File: src/rtl/gauss_series_pkg.sv
// Shared mode encodings and FSM state type for the iterative series unit.
package gauss_series_pkg;

   localparam logic [1:0] MODE_TRI = 2'b00;
   localparam logic [1:0] MODE_SQR = 2'b01;
   localparam logic [1:0] MODE_MUL = 2'b10;
   localparam logic [1:0] MODE_RSV = 2'b11;

   typedef enum logic [1:0] {
      IDLE = 2'd0,
      RUN  = 2'd1,
      DONE = 2'd2
   } state_t;

endpackage

File: src/rtl/gauss_series_term.sv
// Combinational term generator: selects the value added in each RUN cycle.
module gauss_series_term
   import gauss_series_pkg::*;
#(
   parameter int WIDTH = 16
) (
   input  logic [1:0]       mode,
   input  logic [WIDTH-1:0] cnt,
   input  logic [WIDTH-1:0] a,
   output logic [WIDTH-1:0] term,
   output logic             sq_ovf
);

   logic [2*WIDTH-1:0] prod;

   always_comb begin
      prod   = {{WIDTH{1'b0}}, cnt} * {{WIDTH{1'b0}}, cnt};
      term   = '0;
      sq_ovf = 1'b0;
      case (mode)
         MODE_TRI: term = cnt;
         MODE_SQR: begin
            term   = prod[WIDTH-1:0];
            sq_ovf = |prod[2*WIDTH-1:WIDTH];
         end
         MODE_MUL: term = a;
         default:  term = '0;
      endcase
   end

endmodule

File: src/rtl/gauss_series_unit.sv
// Multi-cycle series unit: one term per cycle, results returned with tag
// and sticky overflow/error flags over a backpressured port.
module gauss_series_unit
   import gauss_series_pkg::*;
#(
   parameter int WIDTH = 16,
   parameter int TAG_W = 4
) (
   input  logic             clk,
   input  logic             preset,
   input  logic             flush,
   input  logic             issue_valid,
   output logic             issue_ready,
   input  logic [1:0]       issue_mode,
   input  logic [WIDTH-1:0] issue_n,
   input  logic [WIDTH-1:0] issue_a,
   input  logic [TAG_W-1:0] issue_tag,
   output logic             busy,
   output logic             last,
   output logic             result_valid,
   input  logic             result_ready,
   output logic [WIDTH-1:0] result,
   output logic [TAG_W-1:0] result_tag,
   output logic             result_ovf,
   output logic             result_err
);

   state_t           state;
   logic [1:0]       mode;
   logic [WIDTH-1:0] cnt;
   logic [WIDTH-1:0] acum;
   logic [WIDTH-1:0] a;
   logic [WIDTH-1:0] term;
   logic             sq_ovf;
   logic [WIDTH:0]   sum;
   logic             cnt_one;

   gauss_series_term #(.WIDTH(WIDTH)) u_term (
      .mode   (mode),
      .cnt    (cnt),
      .a      (a),
      .term   (term),
      .sq_ovf (sq_ovf)
   );

   assign sum          = {1'b0, acum} + {1'b0, term};
   assign cnt_one      = (cnt == WIDTH'(1));
   assign issue_ready  = (state == IDLE) & ~flush & ~preset;
   assign busy         = (state == RUN);
   assign last         = (state == RUN) & cnt_one;
   assign result_valid = (state == DONE);
   assign result       = acum;

   always_ff @(posedge clk) begin
      if (preset) begin
         state      <= IDLE;
         mode       <= MODE_TRI;
         cnt        <= '0;
         acum       <= '0;
         a          <= '0;
         result_tag <= '0;
         result_ovf <= 1'b0;
         result_err <= 1'b0;
      end else if (flush && state != IDLE) begin
         state <= IDLE;
      end else begin
         case (state)
            IDLE: begin
               if (issue_valid && issue_ready) begin
                  mode       <= issue_mode;
                  a          <= issue_a;
                  result_tag <= issue_tag;
                  cnt        <= issue_n;
                  acum       <= '0;
                  result_ovf <= 1'b0;
                  result_err <= (issue_mode == MODE_RSV);
                  // empty or reserved jobs skip RUN and return zero
                  if (issue_n == '0 || issue_mode == MODE_RSV)
                     state <= DONE;
                  else
                     state <= RUN;
               end
            end
            RUN: begin
               acum <= sum[WIDTH-1:0];
               cnt  <= cnt - WIDTH'(1);
               if (sum[WIDTH] || sq_ovf)
                  result_ovf <= 1'b1;
               if (cnt_one)
                  state <= DONE;
            end
            DONE: begin
               if (result_ready)
                  state <= IDLE;
            end
            default: state <= IDLE;
         endcase
      end
   end

endmodule

File: config.mk
export PLATFORM = sky130hd
export DESIGN_NAME = gauss_series_unit
export DESIGN_NICKNAME = d
export VERILOG_FILES = /design/src/rtl/gauss_series_pkg.sv /design/src/rtl/gauss_series_term.sv /design/src/rtl/gauss_series_unit.sv
export SDC_FILE = /design/constraint.sdc
export NUM_CORES = 1
export LEC_CHECK = 0
export BUFFER_PORTS_ARGS = -buffer_cell sky130_fd_sc_hd__clkbuf_2
export CORE_ASPECT_RATIO = 0.7
export CORE_UTILIZATION = 45
export CTS_BUF_LIST = sky130_fd_sc_hd__clkbuf_8
export DETAILED_ROUTE_END_ITERATION = 12
export SYNTH_ARGS = -nofsm -noshare
export SYNTH_HDL_FRONTEND = slang
export SYNTH_SLANG_ARGS = --single-unit
File: constraint.sdc
create_clock -name clk -period 13.66 [get_ports clk]
set_input_delay 1.366 -clock clk [delete_from_list [all_inputs] [get_ports clk]]
set_output_delay 1.366 -clock clk [all_outputs]
set_load 0.05 [all_outputs]
==> run metrics, run 1 <==
R2R depth=25; Clock Latency Late Sink=about 0.36 ns; Final min period=between 7 and 8 ns; f_max=131 MHz; Reg2Reg Setup Slack=approximately 6 ns; worst setup path class=reg -> reg; post-synthesis xor/xnor area fraction=under 10%; Hold Slack=around 0.46 ns; vias per std cell=around 5.4; Setup crit start=cnt[7]$_SDFFE_PP0P_; Total Nets Final=between 1500 and 2000; first-pass GRT wire length=48.3 mm; Critical Path Sink Type=flip-flop; dominant delay contributor by cell family on the critical path=adder cells; DRT iter0 DRCs=between 700 and 800; largest net degree at the start of global routing=60; buffers added on ports=68; GRT Total Usage=~25%; met2 GRT Util=about 34%; Ports=a little under 70; FILL cells=2370; Setup Fix Bufs, Post-CTS=0; sequential fraction of the synthesis area=10.7%; Post-Syn Nets=1642; placement row count=between 40 and 50; Pleak=0.00547 µW; die height=about 130 µm; H-tree levels=3; post-synthesis simple-gate area fraction=between 10% and 20%; die footprint=0.0247 mm²; slowest cell on the critical path=dfxtp_1; Final setup viols=0; Synth Instances=~1300; Yosys reg bits=between 50 and 60; fraction of layout cells with a size suffix above 1=7.89%; FF-to-FF End=result_ovf$_SDFFE_PP0P_; grt met3 use=under 10%; CP Depth=25; largest family of logic cells by synthesized area=adder cells; residual DRC count=0; CP Data Required Time=approximately 14 ns; maximum VDD drop=0.0000372 V; CTS tree=yes; WP buf/inv=5; core area=0.0236 mm²; global placer's final weighted congestion=between 0.9 and 1; Routed Antenna Nets=0; multiplexer area fraction after synthesis=about 2.2%; Clock Tree Root=clkbuf_8; post-synthesis async set-or-reset flop share=0%; PwrDens=roughly 44 mW/mm²; area delta synth->final=6.76%; Post-synth EDFFs=0; setup tns final=0 ns; vias in the first global route=9013; initial cell density of the core=a little under half; Yosys warnings=0; drt first pass iters=6; crit path launch type=flip-flop; final instance area=0.0116 mm²; Routed WL=28.6 mm; status=finished clean; Least-Margin Pin Slew=1.25 ns; max-slew violations=0; Synth Area in Compound Gates=12.9%; antenna violations before repair=0; syn avg cell area=around 8.2 µm²; post-cts repair resize count=0; total CTS buffers=9; maximum fanout along the worst path=23; # hold bufs at CTS=0; Avg WL per Cell=between 15 and 20 µm; Rel. slew slack=16.2%; Clock Skews=0.0160 ns; CP endpoint=result_ovf$_SDFFE_PP0P_; critical path arrival=~8 ns; Final Hold Viols=0; RSZ-0062 raised after global routing=false; mapped cell area=approximately 0.011 mm²; Final Cycle Share=between 50 and 60%; worst reg2reg startpoint=cnt[7]$_SDFFE_PP0P_; n_diodes=0; adder-cell share of the synthesized area=43.9%; DIE WIDTH=188 µm; DPL Wire Length=approximately 23 mm; ys flop type=dfxtp_1; maxcap violations=0; Hold WC Path Type=reg -> reg; GRT Residual Overflow=0; clk sink count=slightly below 60; Yosys cell types=64; Global Route met1 Usage=between 30% and 40%; Worst path max stage delay=between 0.9 and 1 ns; Clock Pin Slew Worst Setup and Hold Paths=0.08 ns; routed via count=approximately 8900; placed cell areas=~0.011 mm²; clk buf depth=2; GR peak layer=met1
## per-layer routing
| layer | up-vias | part of all wire [%] |
|---|---|---|
| li1 | 4284 | - |
| met1 | 4261 | 51 |
| met2 | 323 | 40 |
| met3 | 24 | 8.1 |
| met4 | 0 | 0.88 |
| met5 | - | 0 |
## worst min path at each step
stage | to | slack, ns | cells after the start | start
floorplan | a[10]$_SDFFE_PP0P_ | 0.44 | 2 | a[10]$_SDFFE_PP0P_
global route | a[0]$_SDFFE_PP0P_ | 0.47 | 2 | a[0]$_SDFFE_PP0P_
detailed placement | a[7]$_SDFFE_PP0P_ | 0.45 | 2 | a[7]$_SDFFE_PP0P_
finish | a[7]$_SDFFE_PP0P_ | 0.46 | 2 | a[7]$_SDFFE_PP0P_
global placement | result_tag[3]$_SDFFE_PP0P_ | 0.44 | 2 | result_tag[3]$_SDFFE_PP0P_
CTS | a[7]$_SDFFE_PP0P_ | 0.46 | 2 | a[7]$_SDFFE_PP0P_
## final cells by class
class / count / area [µm²] / share of cell area [%]
Multi-Input combinational cell: 949 / 8530 / 73.6
Tap cell: 318 / 398 / 3.43
Timing Repair Buffer: 74 / 385 / 3.33
Sequential cell: 58 / 1160 / 10.0
Clock buffer: 10 / 138 / 1.19
Inverter: 246 / 923 / 7.97
Clock inverter: 6 / 50.0 / 0.432
## kinds of logic (layout without fill, tap and decap cells)
| logic type | count (synthesis) | count (layout) |
|---|---|---|
| AO/OA/AOI/OAI | 221 | 221 |
| AND/OR/NAND/NOR | 386 | 386 |
| adder cells (fa/ha/maj) | 282 | 282 |
| XOR/XNOR | 37 | 37 |
| flip-flops | 58 | 58 |
| buffers and inverters | 310 | 336 |
| multiplexers | 23 | 23 |
## registers in the layout (all words and copies together) (netlist names)
| signal | count |
|---|---|
| a | 16 |
| result_tag | 4 |
| result_ovf | 1 |
| cnt | 16 |
| result_err | 1 |
| mode | 2 |
| result | 16 |
| state | 2 |
## cells in the final DEF (no fill, tap or decap), types with 10 or more instances in the layout
cell	count
a21oi_1	79
nand2_1	161
o21ai_0	41
nor2_1	75
dfxtp_1	58
mux2i_1	20
xor2_1	13
and2_1	48
clkbuf_8	10
clkbuf_2	68
nor3_1	28
a22oi_1	16
ha_1	117
nor4_1	10
a21o_1	10
xnor2_1	24
nand4_1	12
nand3_1	15
inv_1	245
fa_1	165
o22ai_1	11
## tightest hold or removal path: cells and delay by family (launching register included)
kind	cells	cell delay, ns
AO/OA/AOI/OAI	1	0.05
flip-flops	1	0.31
AND/OR/NAND/NOR	1	0.05
## report_power, final
part           leakage, µW  total (µW)  internal (µW)  switching [µW]
clock            0.0000895         155           72.5            82.4
combinational      0.00491         164           60.2             104
sequential        0.000470         193            174            18.4
total              0.00547         512            307             205
## cells in the mapped netlist (13+ instances only)
library cell / instances / area (µm²)
nor2_1: 75 / 282
nand3_1: 15 / 75.1
nand2_1: 161 / 604
nor3_1: 29 / 145
inv_1: 245 / 920
dfxtp_1: 58 / 1160
a21oi_1: 79 / 395
ha_1: 117 / 1460
clkbuf_1: 60 / 225
mux2i_1: 20 / 200
o21ai_0: 41 / 205
and2_1: 48 / 300
xnor2_1: 24 / 210
xor2_1: 13 / 114
a22oi_1: 16 / 120
fa_1: 165 / 3300
## metrics by stage
step / power [µW] / instances / worst slack (ns) / util, %
after floorplan: 305 / 1317 / 7.12 / -
after global placement: 357 / 1645 / 6.20 / 48.2
after detailed placement: 358 / 1645 / 6.12 / 48.2
after CTS: 513 / 1661 / 6.09 / 49.0
after global routing: 545 / 1661 / 5.64 / 49.0
final: 512 / 1661 / 6.02 / 49.0
No activity file was read; power rests on OpenSTA's default activity.
==> run 2, diff against run 1 <==
==> constraint.sdc (replaced) <==
create_clock -name clk -period 6.41 [get_ports clk]
set_input_delay 0.641 -clock clk [delete_from_list [all_inputs] [get_ports clk]]
set_output_delay 0.641 -clock clk [all_outputs]
set_load 0.05 [all_outputs]
==> run 2 against run 1 <==
Against the previous run:
- combinational power grew to 2.9 times the previous value
- sequential cell count unchanged
- utilization rose by 7.6 points
- highest routed layer unchanged
- global-route usage grew 1.3 points
- sequential share of layout area decreased by 0.98 points
- clock skew down 0.0062 ns
- power is 140% higher
- die area unchanged
==> run metrics, run 2 (synthesized netlist as in run 1, its figures left out) <==
status=finished clean (unchanged); Routed WL=31.1 mm (was 28.6 mm); most frequent cells in the layout=inv_1 (239), buf_4 (161), fa_1 (160) (was inv_1 (245), fa_1 (165), nand2_1 (161)); CP Data Required Time=6.64 ns (was 13.90 ns); DIE WIDTH=188 µm (unchanged); initial cell density of the core=45.9% (unchanged); first-pass GRT wire length=51.1 mm (was 48.3 mm); final core occ=56.6% (was 49.0%); maximum fanout along the worst path=5 (was 23); cell mode on critical path=fa_1; register area=0.00121 mm² (was 0.00116 mm²); Worst path max stage delay=0.53 ns (was 0.98 ns); placement row count=47 (unchanged); drt first pass iters=5 (was 6); f_max=158 MHz (was 131 MHz); maxcap violations=0 (unchanged); total chip power=1220 µW (was 512 µW); buffers added on ports=68 (unchanged); DPL Wire Length=25.4 mm (was 23.4 mm); Clock Skews=0.00988 ns (was 0.0160 ns); area of the multi-input gates=0.00899 mm² (was 0.00853 mm²); Hold WC Path Type=reg -> reg (unchanged); H-tree levels=3 (unchanged); global placer's final weighted congestion=0.944 (was 0.924); final instance area=0.0134 mm² (was 0.0116 mm²); FILL cells=2211 (was 2370); Clock Latency Late Sink=0.35 ns (was 0.36 ns); CTS tree=yes (unchanged); Avg WL per Cell=17.1 µm (was 17.2 µm); antenna violations before repair=0 (unchanged); Ports=69 (unchanged); critical path arrival=6.57 ns (was 7.88 ns); vias in the first global route=9512 (was 9013); Final Cycle Share=98.9% (was 55.9%); RSZ-0062 raised after global routing=true (was false); commonest non-fill, non-tap cell in the layout=inv_1 (unchanged); slowest cell on the critical path=fa_1 (was dfxtp_1); Total Nets Final=1826 (was 1663); die height=132 µm (unchanged); Clock Pin Slew Worst Setup and Hold Paths=0.07 ns (was 0.08 ns); n_diodes=0 (unchanged); clk buf depth=2 (unchanged); # hold bufs at CTS=0 (unchanged); largest net degree at the start of global routing=60 (unchanged); maximum VDD drop=0.0000998 V (was 0.0000372 V); Least-Margin Pin Slew=1.31 ns (was 1.25 ns); max-slew violations=0 (unchanged); DRT iter0 DRCs=660 (was 763); routed via count=9565 (was 8892); Rel. slew slack=12.4% (was 16.2%); vias per std cell=5.25 (was 5.35); crit path launch type=flip-flop (unchanged); GRT Total Usage=26.1% (was 24.7%); PwrDens=91.1 mW/mm² (was 44.2 mW/mm²); worst setup path class=reg -> reg (unchanged); total CTS buffers=9 (unchanged); die footprint=0.0247 mm² (unchanged); area delta synth->final=23.3% (was 6.76%); residual DRC count=0 (unchanged); placed cell areas=0.0124 mm² (was 0.0114 mm²); Routed Antenna Nets=0 (unchanged); clk sink count=58 (unchanged); Final Hold Viols=0 (unchanged); GRT Residual Overflow=0 (unchanged); Final setup viols=0 (unchanged); core area=0.0236 mm² (unchanged); fraction of layout cells with a size suffix above 1=23.8% (was 7.89%); Clock Tree Root=clkbuf_8 (unchanged); Critical Path Sink Type=flip-flop (unchanged); Final min period=6.34 ns (was 7.64 ns); Pleak=0.00639 µW (was 0.00547 µW)
## run 2: metrics by stage
stage	setup WS [ns]	TNS (ns)	hold slack [ns]	std cells
global placement	-0.254	-0.669	0.443	1781
detailed placement	-0.249	-0.761	0.448	1781
finish	0.0702	0	0.453	1823
floorplan	0.0298	0	0.436	1317
global route	-0.193	-0.292	0.474	1823
CTS	0.0108	0	0.458	1797
## run 2: path summary, 6_finish.rpt
kind / from / end / slack [ns] / cells after the start
worst max-delay path: cnt[5]$_SDFFE_PP0P_ / result_ovf$_SDFFE_PP0P_ / 0.07 / 25
worst min-delay path: a[6]$_SDFFE_PP0P_ / a[6]$_SDFFE_PP0P_ / 0.45 / 2
worst max register to register: cnt[5]$_SDFFE_PP0P_ / result_ovf$_SDFFE_PP0P_ / 0.07 / 25
worst min register to register: a[6]$_SDFFE_PP0P_ / a[6]$_SDFFE_PP0P_ / 0.45 / 2
## run 2: layout make-up
cell class	count	area share, %
well taps	318	2.97
clock inverters	3	0.290
repair buffers	237	12.4
inverters	246	6.90
flip-flops and latches	58	9.05
multi-input cells	949	67.2
clock buffers	12	1.23
## run 2: timing repair
| action | CTS | global route |
|---|---|---|
| endpoints found under the setup margin | 5 | 6 |
| buffers inserted | 1 | 26 |
| endpoints found under the hold margin | 0 | 0 |
| pin swaps | 1 | 66 |
| gates resized for setup | 27 | 98 |
## run 2: power by group
part / internal [µW] / leakage [µW] / switching (µW)
registers: 370 / 0.000481 / 18.0
clock network: 207 / 0.000110 / 155
logic: 195 / 0.00580 / 273
total: 772 / 0.00639 / 446
## run 2: critical path, delay by kind of cell (launching register included)
family / cells / cell delay, ns
flip-flops: 1 / 0.36
AO/OA/AOI/OAI: 8 / 1.65
XOR/XNOR: 1 / 0.22
adder cells (fa/ha/maj): 8 / 3.21
AND/OR/NAND/NOR: 3 / 0.44
buffers and inverters: 5 / 0.33
## run 2: metal layers
layer | part of all wire (%) | track usage (%) | wire length (µm) | vias up
met3 | 8.0 | 5.22 | 2500 | 23
li1 | - | - | - | 4608
met4 | 0.81 | 2.94 | 251 | 0
met2 | 40 | 36.1 | 12500 | 340
met1 | 51 | 42.2 | 15900 | 4594
met5 | 0 | 0 | 0 | -
